==> config.mk <==
export PLATFORM = sky130hd
export DESIGN_NAME = div_issue_hilo_flat
export DESIGN_NICKNAME = d
export VERILOG_FILES = /design/src/rtl/div_issue_hilo_pkg.sv /design/src/rtl/div_issue_hilo_if.sv /design/src/rtl/div_issue_hilo_regs.sv /design/src/rtl/div_issue_hilo.sv /design/src/flat_wrapper.sv
export SDC_FILE = /design/constraint.sdc
export NUM_CORES = 1
export LEC_CHECK = 0
export ABC_AREA = 1
export CAP_MARGIN = 0
export CORE_UTILIZATION = 28
export CTS_CLUSTER_DIAMETER = 100
export DETAILED_ROUTE_END_ITERATION = 12
export GPL_TIMING_DRIVEN = 1
export HOLD_SLACK_MARGIN = 0.12
export PLACE_DENSITY = 0.55
export SLEW_MARGIN = 20
export SYNTH_ARGS = -nofsm -noshare
export SYNTH_HDL_FRONTEND = slang
export SYNTH_HIERARCHICAL = 1
export SYNTH_SLANG_ARGS = --single-unit
export TNS_END_PERCENT = 1
==> constraint.sdc <==
create_clock -name clk -period 2.7 [get_ports clk]
set_clock_uncertainty 0.15 [all_clocks]
set_input_delay 0.27 -clock clk [delete_from_list [all_inputs] [get_ports clk]]
set_output_delay 0.27 -clock clk [all_outputs]
set_load 0.02 [all_outputs]
==> src/rtl/div_issue_hilo_pkg.sv <==
// Shared definitions for the divide issue / HI-LO controller.
package div_issue_hilo_pkg;

    // Controller FSM encoding.
    typedef enum logic [1:0] {
        StIdle = 2'd0,
        StBusy = 2'd1,
        StDone = 2'd2
    } state_e;

    // Divider result viewed as two W-bit halves: index 1 is the upper half.
    localparam int unsigned QuotSlot = 1;  // quotient lives in the upper half
    localparam int unsigned RemSlot  = 0;  // remainder lives in the lower half

endpackage

==> src/rtl/div_issue_hilo_if.sv <==
// Pipeline / divider bundle seen by the divide issue controller.
interface div_issue_hilo_if #(
    parameter int unsigned W = 32
) ();
    // Pipeline side
    logic           int_flush;
    logic           ex_valid;
    logic           op_div;
    logic           op_divu;
    logic           op_mthi;
    logic           op_mtlo;
    logic [W-1:0]   rs_data;
    logic [W-1:0]   rt_data;
    logic           stall_req;
    logic [W-1:0]   hi;
    logic [W-1:0]   lo;
    logic           div_timeout;
    // Divider side
    logic           div_start;
    logic           div_sign;
    logic [W-1:0]   div_a;
    logic [W-1:0]   div_b;
    logic [2*W-1:0] div_result;
    logic           div_ok;

    // Controller view.
    modport slave (
        input  int_flush, ex_valid, op_div, op_divu, op_mthi, op_mtlo, rs_data, rt_data,
        input  div_result, div_ok,
        output stall_req, hi, lo, div_timeout, div_start, div_sign, div_a, div_b
    );

    // Environment view (pipeline plus divider).
    modport master (
        output int_flush, ex_valid, op_div, op_divu, op_mthi, op_mtlo, rs_data, rt_data,
        output div_result, div_ok,
        input  stall_req, hi, lo, div_timeout, div_start, div_sign, div_a, div_b
    );
endinterface

==> src/rtl/div_issue_hilo_regs.sv <==
// Architectural HI/LO register pair with independent write ports.
module div_issue_hilo_regs #(
    parameter int unsigned W = 32
) (
    input  logic         clk,
    input  logic         resetn,
    input  logic         hi_we_i,
    input  logic [W-1:0] hi_wdata_i,
    input  logic         lo_we_i,
    input  logic [W-1:0] lo_wdata_i,
    output logic [W-1:0] hi_o,
    output logic [W-1:0] lo_o
);
    logic [W-1:0] hi_q;
    logic [W-1:0] lo_q;

    // HI and LO update independently on their own enables.
    always_ff @(posedge clk or negedge resetn) begin
        if (!resetn) begin
            hi_q <= '0;
            lo_q <= '0;
        end else begin
            if (hi_we_i) hi_q <= hi_wdata_i;
            if (lo_we_i) lo_q <= lo_wdata_i;
        end
    end

    assign hi_o = hi_q;
    assign lo_o = lo_q;
endmodule

==> src/rtl/div_issue_hilo.sv <==
// EX-stage divide issue controller: launches the divider, stalls until it answers,
// retires quotient/remainder into LO/HI, and services MTHI/MTLO.
module div_issue_hilo
    import div_issue_hilo_pkg::*;
#(
    parameter int unsigned W       = 32,
    parameter int unsigned TIMEOUT = 255
) (
    input logic             clk,
    input logic             resetn,
    div_issue_hilo_if.slave bus
);
    localparam int unsigned   CntW       = (TIMEOUT > 0) ? $clog2(TIMEOUT + 1) : 1;
    localparam logic [CntW-1:0] TimeoutCnt = CntW'(TIMEOUT);

    state_e          state_q, state_d;
    logic            start_q, start_d;
    logic            sign_q,  sign_d;
    logic [W-1:0]    a_q,     a_d;
    logic [W-1:0]    b_q,     b_d;
    logic [CntW-1:0] cnt_q,   cnt_d;
    logic            tmo_q,   tmo_d;

    logic            is_div;
    logic            wdog_hit;
    logic            hi_we, lo_we;
    logic [W-1:0]    hi_wdata, lo_wdata;
    logic [W-1:0]    hi_w, lo_w;
    logic [1:0][W-1:0] res_halves;

    assign is_div     = bus.ex_valid & (bus.op_div | bus.op_divu);
    assign wdog_hit   = (TIMEOUT != 0) && (cnt_q == TimeoutCnt);
    assign res_halves = bus.div_result;

    // DONE is the single cycle that lets the retiring DIV leave EX.
    assign bus.stall_req = is_div & (state_q != StDone) & ~bus.int_flush;

    // Next-state, operand capture, watchdog and HI/LO write decode.
    always_comb begin
        state_d  = state_q;
        start_d  = 1'b0;
        sign_d   = sign_q;
        a_d      = a_q;
        b_d      = b_q;
        cnt_d    = cnt_q;
        tmo_d    = tmo_q;
        hi_we    = 1'b0;
        lo_we    = 1'b0;
        hi_wdata = bus.rs_data;
        lo_wdata = bus.rs_data;

        if (bus.int_flush) begin
            // Flush beats everything, including a coincident div_ok.
            state_d = StIdle;
            cnt_d   = '0;
        end else begin
            unique case (state_q)
                StIdle: begin
                    if (is_div) begin
                        a_d     = bus.rs_data;
                        b_d     = bus.rt_data;
                        sign_d  = bus.op_div;
                        start_d = 1'b1;
                        cnt_d   = '0;
                        state_d = StBusy;
                    end else begin
                        hi_we = bus.ex_valid & bus.op_mthi;
                        lo_we = bus.ex_valid & bus.op_mtlo;
                    end
                end
                StBusy: begin
                    cnt_d = cnt_q + CntW'(1);
                    if (bus.div_ok) begin
                        lo_wdata = res_halves[QuotSlot];
                        hi_wdata = res_halves[RemSlot];
                        hi_we    = 1'b1;
                        lo_we    = 1'b1;
                        state_d  = StDone;
                    end else if (wdog_hit) begin
                        tmo_d   = 1'b1;
                        state_d = StDone;
                    end
                end
                StDone: begin
                    state_d = StIdle;
                end
                default: begin
                    state_d = StIdle;
                end
            endcase
        end
    end

    // Controller state, operand latches, watchdog counter and sticky error.
    always_ff @(posedge clk or negedge resetn) begin
        if (!resetn) begin
            state_q <= StIdle;
            start_q <= 1'b0;
            sign_q  <= 1'b0;
            a_q     <= '0;
            b_q     <= '0;
            cnt_q   <= '0;
            tmo_q   <= 1'b0;
        end else begin
            state_q <= state_d;
            start_q <= start_d;
            sign_q  <= sign_d;
            a_q     <= a_d;
            b_q     <= b_d;
            cnt_q   <= cnt_d;
            tmo_q   <= tmo_d;
        end
    end

    div_issue_hilo_regs #(
        .W (W)
    ) u_regs (
        .clk        (clk),
        .resetn     (resetn),
        .hi_we_i    (hi_we),
        .hi_wdata_i (hi_wdata),
        .lo_we_i    (lo_we),
        .lo_wdata_i (lo_wdata),
        .hi_o       (hi_w),
        .lo_o       (lo_w)
    );

    assign bus.hi          = hi_w;
    assign bus.lo          = lo_w;
    assign bus.div_start   = start_q;
    assign bus.div_sign    = sign_q;
    assign bus.div_a       = a_q;
    assign bus.div_b       = b_q;
    assign bus.div_timeout = tmo_q;
endmodule

==> src/flat_wrapper.sv <==
// flat-port wrapper written by rule: the top's interface ports become plain ports
module div_issue_hilo_flat import div_issue_hilo_pkg::*;
#(
    parameter int unsigned W       = 32,
    parameter int unsigned TIMEOUT = 255
)
  (clk, resetn, bus_int_flush, bus_ex_valid, bus_op_div, bus_op_divu, bus_op_mthi, bus_op_mtlo, bus_rs_data, bus_rt_data, bus_div_result, bus_div_ok, bus_stall_req, bus_hi, bus_lo, bus_div_timeout, bus_div_start, bus_div_sign, bus_div_a, bus_div_b);
  div_issue_hilo_if #(.W(W)) bus_i ();
  input logic clk;
  input logic resetn;
  input wire logic [$bits(bus_i.int_flush)-1:0] bus_int_flush;
  input wire logic [$bits(bus_i.ex_valid)-1:0] bus_ex_valid;
  input wire logic [$bits(bus_i.op_div)-1:0] bus_op_div;
  input wire logic [$bits(bus_i.op_divu)-1:0] bus_op_divu;
  input wire logic [$bits(bus_i.op_mthi)-1:0] bus_op_mthi;
  input wire logic [$bits(bus_i.op_mtlo)-1:0] bus_op_mtlo;
  input wire logic [$bits(bus_i.rs_data)-1:0] bus_rs_data;
  input wire logic [$bits(bus_i.rt_data)-1:0] bus_rt_data;
  input wire logic [$bits(bus_i.div_result)-1:0] bus_div_result;
  input wire logic [$bits(bus_i.div_ok)-1:0] bus_div_ok;
  output wire logic [$bits(bus_i.stall_req)-1:0] bus_stall_req;
  output wire logic [$bits(bus_i.hi)-1:0] bus_hi;
  output wire logic [$bits(bus_i.lo)-1:0] bus_lo;
  output wire logic [$bits(bus_i.div_timeout)-1:0] bus_div_timeout;
  output wire logic [$bits(bus_i.div_start)-1:0] bus_div_start;
  output wire logic [$bits(bus_i.div_sign)-1:0] bus_div_sign;
  output wire logic [$bits(bus_i.div_a)-1:0] bus_div_a;
  output wire logic [$bits(bus_i.div_b)-1:0] bus_div_b;
  assign bus_i.int_flush = bus_int_flush;
  assign bus_i.ex_valid = bus_ex_valid;
  assign bus_i.op_div = bus_op_div;
  assign bus_i.op_divu = bus_op_divu;
  assign bus_i.op_mthi = bus_op_mthi;
  assign bus_i.op_mtlo = bus_op_mtlo;
  assign bus_i.rs_data = bus_rs_data;
  assign bus_i.rt_data = bus_rt_data;
  assign bus_i.div_result = bus_div_result;
  assign bus_i.div_ok = bus_div_ok;
  assign bus_stall_req = bus_i.stall_req;
  assign bus_hi = bus_i.hi;
  assign bus_lo = bus_i.lo;
  assign bus_div_timeout = bus_i.div_timeout;
  assign bus_div_start = bus_i.div_start;
  assign bus_div_sign = bus_i.div_sign;
  assign bus_div_a = bus_i.div_a;
  assign bus_div_b = bus_i.div_b;
  div_issue_hilo #(.W(W), .TIMEOUT(TIMEOUT)) u_core (.clk(clk), .resetn(resetn), .bus(bus_i));
endmodule
Word level (Yosys, flattened, before mapping)
Index checks and enable logic that the tools add are counted. W data, S select, Z words.

Add/subtract/negate cells: 1. Equality and inequality tests: 5. Muxes and demuxes: 24. Bitwise gates (word level): 8. Reduce and logical (&&, ||, !) cells: 6.

Operator list (number): $mux W32 (6); $mux W8 (2); $pmux W8 S2 (1); $add A8 B1 Y8 const B (1); $eq A8 B8 Y1 const B (1); $mux W1 (8); $mux W2 (4); $and A1 B1 Y1 (5); $ne A4 B3 Y1 const B (1); $pmux W1 S2 (2); $pmux W2 S2 (1); $reduce_and A2 Y1 (2); $reduce_and A4 Y1 (1); $ne A3 B2 Y1 const B (1); $reduce_and A3 Y1 (1); $reduce_bool A3 Y1 (1); $eq A2 B1 Y1 const B (1); $logic_not A2 Y1 (1); $ne A2 B2 Y1 const B (1); $not A1 Y1 (2); $or A1 B1 Y1 (1).

Register bits after elaboration: 141. Logic and storage cells: 53.

Depth between registers and ports, before layout
Gate-level depths: netlist of run 1.

Word-level depth: 5. Mapped depth: 10. Gate-level depth less buffers: 8.

Modules after synthesis
Netlist of run 1, hierarchy kept.

Modules (own cells, without submodules): div_issue_hilo (times used 1, cells an instance 542, area each 3882.5 um^2); div_issue_hilo_regs (times used 1, cells an instance 272, area each 2558.7 um^2).

Worst setup path after synthesis of run 1
Ideal clock, no wire load.

Kind: register to register. Start point: register u_core.state_q[1]. End point: register u_core.u_regs.lo_q[10], in the netlist u_core/u_regs/lo_o[10]. Setup time: 0.117 ns. Data arrival time: 1.525 ns. Required time: 2.433 ns. Path slack: 0.908 ns. Stages on the path, launching flop included: 10. Clock period less this slack: 1.792 ns. Path through: dfrtp_1 > nor3_4 > nand2_1 > buf_2 > o21ai_0 > buf_6 > inv_8 > buf_12 > nand2_2 > nand2_1.

Cells in the longest elaborated chain, start to end: 3.

Ends and longest elaborated chain: from (decl) (line div_issue_hilo.sv:16) `state_e state_q, state_d;`; from (signal assigned) (line div_issue_hilo.sv:97) `state_q <= StIdle;`; from (signal assigned) (line div_issue_hilo.sv:105) `state_q <= state_d;`; $eq A2 B1 Y1 / $logic_not A2 Y1 (equally long branches) (line div_issue_hilo.sv:57) `unique case (state_q)`; $pmux W1 S2 (*) (line div_issue_hilo.sv:57); $mux W1 (*) (line div_issue_hilo.sv:52) `if (bus.int_flush) begin`; via u_core.lo_we (line div_issue_hilo.sv:26) `logic hi_we, lo_we;`; to (signal assigned) (line div_issue_hilo_regs.sv:24) `if (lo_we_i) lo_q <= lo_wdata_i;`; to (decl) (line div_issue_hilo_regs.sv:15) `logic [W-1:0] lo_q;`.

The timed path passes the listed nets; every way through them passes the cells marked *. A chain may end at the register's enable or synchronous reset.

Final worst setup path of run 1
Start point: input bus_int_flush. End point: output bus_stall_req.

Cells in the longest elaborated chain, start to end: 2.

Ends and longest elaborated chain: from (decl) (line flat_wrapper.sv:11) `input wire logic [$bits(bus_i.int_flush)-1:0] bus_int_flush;`; $not A1 Y1 (line div_issue_hilo.sv:36) `assign bus.stall_req = is_div & (state_q != StDone) & ~bus.int_flush;`; $and A1 B1 Y1 (line div_issue_hilo.sv:36); to (decl) (line flat_wrapper.sv:21) `output wire logic [$bits(bus_i.stall_req)-1:0] bus_stall_req;`.

No other way between the ends.

==> reports/results.tsv, run 1 <==
stage	metric	value	unit
run_status	status	finished, final reports clean	
floorplan	Core Area	22570	um^2
critical_path	R2R Path Start	u_core/state_q[1]$_DFFE_PN0P_	
final_layout	Area Growth Syn to Fin	53.85	%
yosys	Mapped Cells	814	
global_routing	vias in the first global route	6046	
floorplan	Die Span Y	153.7	um
pwr	Worst VDD drop	0.3244	mV
clocking	Sink Count	141	
clocking	clock slew at reported path FFs	0.06	ns
floorplan	initial core utilization	0.2854	
yosys	synthesized net count	952	
yosys	Yosys top cell area share	0.5478	
yosys	synthesized cell area	6441	um^2
clocking	H-tree Lvls	4	
clocking	Root Buffer Master	clkbuf_16	
routing	Vias	6110	
yosys	number of flops mapped to enable cells by yosys	0	
timing	Setup Viol. Count Final	0	
yosys	synth top area cells	dfrtp_1 55%, nand2_1 29%, nand3_1 5.7%, nand2_2 2.0%, buf_6 1.6%	
critical_path	CP required	2.28	ns
min_path	hold path start	bus_rt_data[10]	
timing	post-route setup TNS	0	ns
place	pre-CTS WS	0.3392	ns
timing	worst setup margin	0.4554	ns
yosys	Yosys cell types	25	
timing	RSZ-0062 raised after global routing	false	
yosys	yosys warns	6	
run	Max-Cap Viols	0	
pwr	pwr dens	790.5	nW/um^2
yosys	Synth Register Bits	141	
routing	drt via density	4.476	
clocking	TritonCTS Buffers	17	
place	HPWL after DPL	15410	um
floorplan	io pins	269	
floorplan	die area	23610	um^2
yosys	FFs w/ async S/R, synth	1.000	
final_layout	diodes inserted	0	
floorplan	Die Width	153.7	um
final_layout	final std cells w/o fill	1365	
routing	Residual DRC	0	
timing	Final Cycle Share	0.8314	
routing	initial drt markers	351	
place	Placed Instances	1333	
critical_path	CP max stage cell	clkdlybuf4s50_1	
global_routing	aggregate global routing overflow	0	
global_routing	Tot GR Track Use	0.1921	
place	Port Buffers	268	
clocking	CTS resizes	0	
clocking	clk buf depth	2	
routing	DR WL/cell	16.08	um
clocking	TritonCTS clock tree	built	
global_routing	first-pass GRT wire length	34630	um
routing	DRT antenna net count	0	
timing	Final min period	2.245	ns
yosys	syn_area_per_cell	7.913	um^2
final_layout	layout cells sized above 1	0.07037	
critical_path	crit path from	bus_int_flush	
critical_path	CP cell instances	clkdlybuf4s50_1 -> buf_4 -> a211oi_1 -> clkdlybuf4s50_1	
timing	Final Max Slew Viols	0	
yosys	ys flop type	dfrtp_1	
critical_path	CP max stage delay	0.67	ns
yosys	largest area contributor in the netlist	dfrtp_1	
timing	Worst-Margin Slew	0.7833	ns
pwr	Lkg Pwr	0.004844	uW
place	Area after DPL	9306	um^2
critical_path	CP Capture Type	output port	
clocking	Worst-Skew Late Latency	0.42	ns
place	routability cong.	0.8311	
critical_path	critical path class	input pin to output port	
timing	relative slew slack	0.4778	
floorplan	std cell rows	55	
final_layout	Layout Nets	1206	
timing	fmax	0.4455	GHz
critical_path	Worst Path Max Fanout	7	
final_layout	fin area	9910	um^2
routing	total wire length	21950	um
yosys	register area share after synthesis	0.5478	
routing	DR pass1 iterations	5	
clocking	# Post-CTS Setup Buffers	0	
global_routing	largest net degree at the start of global routing	69	
min_path	worst hold path class	input pin to flip-flop	
critical_path	crit start category	input pin	
global_routing	number of antenna violations at the first check in global routing	0	
critical_path	Crit path top cell by count	clkdlybuf4s50_1	
timing	Fin. Hold Viols	0	
critical_path	CP arrival	1.82	ns
-- per-layer routing --
| layer | vias to the layer above | global-route usage | part of all wire |
|---|---|---|---|
| met4 | 0 | 0.06000 | 0.017 |
| met1 | 2837 | 0.2533 | 0.45 |
| met5 | - | 0 | 0 |
| li1 | 3023 | - | - |
| met3 | 23 | 0.06342 | 0.076 |
| met2 | 227 | 0.2974 | 0.45 |
-- cells in the mapped netlist, types with 3 or more instances --
| library cell | instances |
|---|---|
| nand2_1 | 494 |
| inv_1 | 8 |
| nand2_2 | 21 |
| nand3_1 | 73 |
| buf_6 | 9 |
| buf_2 | 14 |
| nand4_1 | 4 |
| buf_4 | 12 |
| nor2_1 | 5 |
| o21bai_1 | 3 |
| o21ai_0 | 5 |
| dfrtp_1 | 141 |
| inv_2 | 3 |
| clkbuf_1 | 8 |
-- stage by stage --
stage	power, uW	hold WS (ns)	util
after floorplan	4039	-0.1756	-
after global placement	5472	0.1554	0.4123
after detailed placement	5483	0.1582	0.4123
after CTS	7939	0.2015	0.4390
after global routing	8271	0.2121	0.4390
final	7833	0.2271	0.4390
-- worst paths after layout --
check	endpoint	slack [ns]	depth (start not counted)
setup reg to reg	u_core/u_regs/lo_o[13]$_DFFE_PN0P_	0.68	8
setup / recovery	bus_stall_req	0.46	4
max in group asynchronous	u_core/u_regs/hi_o[21]$_DFFE_PN0P_	1.47	3
min in group asynchronous	u_core/u_regs/hi_o[2]$_DFFE_PN0P_	0.26	2
hold / removal	u_core/bus.div_b[10]$_DFFE_PN0P_	0.23	3
hold reg to reg	u_core/u_regs/hi_o[19]$_DFFE_PN0P_	0.32	2
-- cells in the final DEF, fill, tap and decap left out, drive strengths merged, types with 3 or more instances in the layout --
cell type        n
nand2          515
clkinvlp         3
buf             14
clkinv           5
o21bai           3
nand3           73
dfrtp          141
inv             16
nor2             6
nand4            4
o21ai            7
clkbuf          17
clkdlybuf4s50  266
bufinv           3
-- sequential cells by signal, indices dropped and copies added (netlist names), 2 cells and up --
register / flops
u_core/bus.div_a: 32
u_core/bus.div_b: 32
u_core/cnt_q: 8
u_core/state_q: 2
u_core/u_regs/hi_o: 32
u_core/u_regs/lo_o: 32
-- worst max-delay path, delay by kind of cell --
| kind | cells | cell delay (ns) |
|---|---|---|
| buf+inv | 3 | 1.33 |
| compound gates | 1 | 0.23 |
-- timing repair --
| action | CTS | global route |
|---|---|---|
| hold buffers | 1 | 0 |
| endpoints found under the hold margin | 55 | 0 |
| endpoints found under the setup margin | 0 | 0 |
-- kinds of logic (layout without fill, tap and decap cells) --
group / count (synthesis) / in the layout / synth area share
flops: 141 / 141 / 0.5478
buf+inv: 59 / 325 / 0.06197
fa+ha+maj: 1 / 1 / 0.001942
compound gates: 13 / 13 / 0.01204
simple gates: 600 / 600 / 0.3763
-- power by group --
part | switching [uW] | total [uW] | internal, uW | leakage, uW
clock network | 955 | 2410 | 1450 | 0.000286
registers | 276 | 2860 | 2590 | 0.00177
logic | 1360 | 2570 | 1210 | 0.00278
total | 2590 | 7830 | 5240 | 0.00484
-- cell type report --
cell class | count | area, um^2
Clock buffer | 17 | 425.4
Clock inverter | 14 | 167.7
Fill cell | 2280 | 12660
Inverter | 13 | 63.81
Multi-Input combinational cell | 614 | 2539
Sequential cell | 141 | 3528
Tap cell | 285 | 356.6
Timing Repair Buffer | 281 | 2829
Note: power is estimated with default switching activity, not from simulation.
==> inputs of run 2 (changes only) <==
PLACE_DENSITY = 0.58   (was 0.55)
clock period = 2.06 ns   (was 2.7 ns; I/O delays follow)
==> reports/results.tsv, run 2 (synthesis gave the netlist of run 1 again) <==
stage	metric	value	unit
run_status	status	finished, final reports clean	
routing	DR WL/cell	15.96	um
floorplan	die area	23610	um^2
floorplan	initial core utilization	0.2854	
critical_path	worst reg2reg endpoint	u_core/u_regs/hi_o[30]$_DFFE_PN0P_	
critical_path	Critical Path End	bus_stall_req	
pwr	Worst VDD drop	0.4481	mV
timing	post-route setup TNS	0	ns
timing	Final Max Slew Viols	0	
timing	Final Cycle Share	0.8820	
critical_path	crit start category	flip-flop	
critical_path	cells on worst reg2reg path	8	
timing	relative slew slack	0.5662	
critical_path	CP arrival	1.46	ns
place	HPWL after DPL	15940	um
global_routing	largest net degree at the start of global routing	66	
floorplan	Die Width	153.7	um
final_layout	layout cells sized above 1	0.08311	
critical_path	crit path from	u_core/state_q[1]$_DFFE_PN0P_	
global_routing	aggregate global routing overflow	0	
clocking	clk buf depth	2	
clocking	clock slew at reported path FFs	0.06	ns
final_layout	commonest non-fill, non-tap cell in the layout	nand2_1	
routing	DR pass1 iterations	5	
floorplan	io pins	269	
timing	worst setup margin	0.2432	ns
floorplan	std cell rows	55	
critical_path	critical path class	flip-flop to output port	
timing	fmax	0.5504	GHz
place	Port Buffers	268	
global_routing	number of antenna violations at the first check in global routing	1	
place	pre-CTS WS	-0.01290	ns
final_layout	# fillers	2240	
timing	Setup Viol. Count Final	0	
routing	Residual DRC	0	
clocking	Root Buffer Master	clkbuf_16	
routing	DRT antenna net count	0	
floorplan	Core Area	22570	um^2
routing	initial drt markers	353	
critical_path	CP Capture Type	output port	
timing	Fin. Hold Viols	0	
critical_path	R2R Path Start	u_core/state_q[1]$_DFFE_PN0P_	
final_layout	Area Growth Syn to Fin	57.44	%
final_layout	multi-input logic area	2539	um^2
run	Max-Cap Viols	0	
clocking	H-tree Lvls	4	
final_layout	commonest cells after routing, fill and taps aside	494 x nand2_1, 265 x clkdlybuf4s50_1, 141 x dfrtp_1	
floorplan	Die Span Y	153.7	um
routing	total wire length	22040	um
clocking	Worst-Skew Late Latency	0.42	ns
timing	RSZ-0062 raised after global routing	false	
pwr	Lkg Pwr	0.004966	uW
critical_path	CP required	1.70	ns
clocking	TritonCTS clock tree	built	
global_routing	vias in the first global route	6210	
final_layout	register area	3528	um^2
routing	Vias	6191	
timing	Final min period	1.817	ns
pwr	pwr dens	1023	nW/um^2
global_routing	Tot GR Track Use	0.1909	
timing	Worst-Margin Slew	0.6464	ns
critical_path	Worst R2R Setup Slack	0.37	ns
clocking	TritonCTS Buffers	17	
global_routing	first-pass GRT wire length	34710	um
place	routability cong.	0.7984	
final_layout	Layout Nets	1220	
critical_path	Worst Path Max Fanout	4	
routing	drt via density	4.483	
clocking	Sink Count	141	
min_path	worst hold path class	input pin to async pin	
[run 2: worst min-delay path by stage]
stage / startpoint / end / slack, ns / depth (start not counted)
after detailed placement: resetn / u_core/bus.div_a[31]$_DFFE_PN0P_ / 0.05 / 1
after global routing: bus_rt_data[1] / u_core/bus.div_b[1]$_DFFE_PN0P_ / 0.16 / 3
final: resetn / u_core/u_regs/lo_o[21]$_DFFE_PN0P_ / 0.16 / 2
after global placement: resetn / u_core/u_regs/lo_o[21]$_DFFE_PN0P_ / 0.05 / 1
after floorplan: resetn / u_core/bus.div_a[0]$_DFFE_PN0P_ / -0.24 / 0
after CTS: bus_rt_data[21] / u_core/bus.div_b[21]$_DFFE_PN0P_ / 0.15 / 3
[run 2: power by group]
part / internal, uW / leakage, uW / total, uW / switching [uW]
clock: 1940 / 0.000300 / 3190 / 1250
sequential: 3390 / 0.00177 / 3760 / 369
combinational: 1630 / 0.00289 / 3430 / 1800
total: 6960 / 0.00497 / 10400 / 3410
[run 2: routing by layer]
layer  global-route usage  part of all wire  vias up
li1                     -                 -     3057
met1               0.2452              0.45     2907
met2               0.3121              0.47      215
met3              0.05581             0.068       12
met4              0.05238             0.010        0
met5                    0                 0        -
[run 2: critical path, stage by stage, from the launching register on]
cell and delay (ns):
dfrtp_1 0.44, a211oi_1 0.23, dlygate4sd2_1 0.38
[run 2: final cells by class]
class | count | area share
clock buffer | 18 | 0.04331
timing repair buffer | 295 | 0.3003
clock inverter | 14 | 0.01641
tap | 285 | 0.03516
multi-input combinational | 614 | 0.2503
antenna | 1 | 0.0002468
inverter | 13 | 0.006292
sequential | 141 | 0.3479
[run 2: repair_timing]
item	in CTS	in global routing
hold endpoints to repair	141	0
gates resized for setup	1	0
endpoints found under the setup margin	1	0
hold buffers	1	0
setup buffers	0	0
[run 2: metrics by stage]
step	std cells	cell area, um^2	total power, uW	utilization	hold WS [ns]
2_1_floorplan	814	6441	5294	-	-0.2396
3_3_place_gp	1347	9524	7225	0.4220	0.05081
3_5_place_dp	1347	9524	7246	0.4220	0.05174
4_1_cts	1380	10140	10490	0.4492	0.1507
5_1_grt	1381	10140	10910	0.4493	0.1588
6_report	1381	10140	10370	0.4493	0.1609
==> inputs of run 3 (changes only) <==
MAX_ROUTING_LAYER = met4   (was default)
==> reports/results.tsv, run 3 (synthesis gave the netlist of run 1 again) <==
stage	metric	value	unit
routing	total wire length	21990	um
timing	Final min period	1.815	ns
critical_path	Bufs and invs on worst path	1	
final_layout	Layout Nets	1220	
critical_path	CP max stage delay	0.44	ns
pwr	Worst VDD drop	0.4443	mV
critical_path	CP cell instances	a211oi_1 -> dlygate4sd2_1	
critical_path	worst reg2reg endpoint	u_core/u_regs/hi_o[4]$_DFFE_PN0P_	
global_routing	number of antenna violations at the first check in global routing	1	
final_layout	layout cells sized above 1	0.08311	
final_layout	register area	3528	um^2
global_routing	Tot GR Track Use	0.1965	
critical_path	R2R Path Start	u_core/state_q[1]$_DFFE_PN0P_	
routing	Vias	6219	
critical_path	CP Capture Type	output port	
min_path	worst hold path class	input pin to async pin	
global_routing	met2 Use GR	0.3115	
timing	Final Cycle Share	0.8808	
clocking	Worst-Skew Late Latency	0.41	ns
clocking	H-tree Lvls	4	
run	Max-Cap Viols	0	
final_layout	Area Growth Syn to Fin	57.44	%
routing	initial drt markers	370	
global_routing	aggregate global routing overflow	0	
global_routing	gr busiest metal	met2	
place	pre-CTS WS	-0.01290	ns
clocking	clk buf depth	2	
place	Port Buffers	268	
routing	Residual DRC	0	
final_layout	# fillers	2240	
floorplan	Die Span Y	153.7	um
global_routing	GR Util met1	0.2504	
routing	DRT antenna net count	0	
critical_path	crit path from	u_core/state_q[1]$_DFFE_PN0P_	
critical_path	Largest delay share family, worst path	flip-flops	
clocking	Root Buffer Master	clkbuf_16	
critical_path	cells on worst reg2reg path	8	
critical_path	CP arrival	1.46	ns
global_routing	vias in the first global route	6218	
pwr	total power draw	10370	uW
critical_path	Critical Path End	bus_stall_req	
critical_path	CP max stage cell	dfrtp_1	
final_layout	Final Util	0.4493	
critical_path	cell count along the critical path	2	
critical_path	Worst R2R Setup Slack	0.37	ns
global_routing	largest net degree at the start of global routing	66	
run_status	status	finished, final reports clean	
final_layout	commonest cells after routing, fill and taps aside	494 x nand2_1, 265 x clkdlybuf4s50_1, 141 x dfrtp_1	
timing	relative slew slack	0.5653	
routing	DR pass1 iterations	5	
timing	hold slack final	0.1668	ns
timing	Fin. Hold Viols	0	
clocking	TritonCTS clock tree	built	
clocking	# Post-CTS Setup Buffers	0	
final_layout	commonest non-fill, non-tap cell in the layout	nand2_1	
timing	Worst-Margin Slew	0.6478	ns
critical_path	Worst Path Max Fanout	4	
floorplan	die area	23610	um^2
floorplan	Core Area	22570	um^2
clocking	Sink Count	141	
global_routing	global routing usage on met3	0.04087	
floorplan	io pins	269	
critical_path	critical path class	flip-flop to output port	
timing	Setup Viol. Count Final	0	
timing	worst setup margin	0.2455	ns
routing	drt via density	4.503	
clocking	TritonCTS Buffers	17	
place	routability cong.	0.8098	
global_routing	first-pass GRT wire length	34590	um
final_layout	multi-input logic area	2539	um^2
place	HPWL after DPL	15940	um
timing	fmax	0.5511	GHz
floorplan	initial core utilization	0.2854	
clocking	clock slew at reported path FFs	0.06	ns
floorplan	std cell rows	55	
timing	RSZ-0062 raised after global routing	false	
timing	Final Max Slew Viols	0	
routing	DR WL/cell	15.92	um
critical_path	CP required	1.70	ns
floorplan	Die Width	153.7	um
pwr	Lkg Pwr	0.004966	uW
critical_path	crit start category	flip-flop	
final_layout	fin area	10140	um^2
pwr	pwr dens	1023	nW/um^2
place	Area after DPL	9524	um^2
==> run 3: cell counts in the layout (fill, tap and decap cells not counted) <==
No cell type changed its count.
==> run 3: stage by stage <==
step,TNS [ns],instances
floorplan,0,814
global placement,0,1347
detailed placement,-0.01290,1347
CTS,0,1380
global route,0,1381
finish,0,1381
==> run 3: worst min path at each step <==
stage	startpoint	endpoint	depth (start not counted)
finish	resetn	u_core/bus.div_a[31]$_DFFE_PN0P_	2
detailed placement	resetn	u_core/bus.div_a[31]$_DFFE_PN0P_	1
floorplan	resetn	u_core/bus.div_a[0]$_DFFE_PN0P_	0
global route	bus_rt_data[1]	u_core/bus.div_b[1]$_DFFE_PN0P_	3
global placement	resetn	u_core/u_regs/lo_o[21]$_DFFE_PN0P_	1
CTS	bus_rt_data[21]	u_core/bus.div_b[21]$_DFFE_PN0P_	3
==> run 3: final cells by class <==
type                       instances  share of cell area
antenna                            1           0.0002468
clock buffer                      18             0.04331
clock inverter                    14             0.01641
inverter                          13            0.006292
multi-input combinational        614              0.2503
sequential                       141              0.3479
tap                              285             0.03516
timing repair buffer             295              0.3003
==> run 3: where the power goes <==
part	internal [uW]	switching, uW	total [uW]
Sequential	3390	370	3760
Combinational	1630	1800	3420
Clock	1940	1250	3190
==> run 3: worst reg2reg max path: stages (launching register included) <==
cell and delay [ns]:
dfrtp_1 0.44, nor3_4 0.21, nand2_1 0.12, buf_12 0.18
o31ai_4 0.07, buf_12 0.17, buf_12 0.15, nand2_1 0.08
nand2_1 0.07
==> run 3: per-layer routing <==
layer,share of wire,routed length (um),up-vias
met3,0.059,1302,20
met5,0,0,-
met2,0.47,10420,232
met1,0.45,9932,2914
met4,0.015,336,0
li1,-,-,3053
==> run 3: repair_timing <==
action / in CTS / in global routing
gates resized for setup: 1 / 0
endpoints found under the setup margin: 1 / 0
endpoints found under the hold margin: 141 / 0
hold buffers: 1 / 0
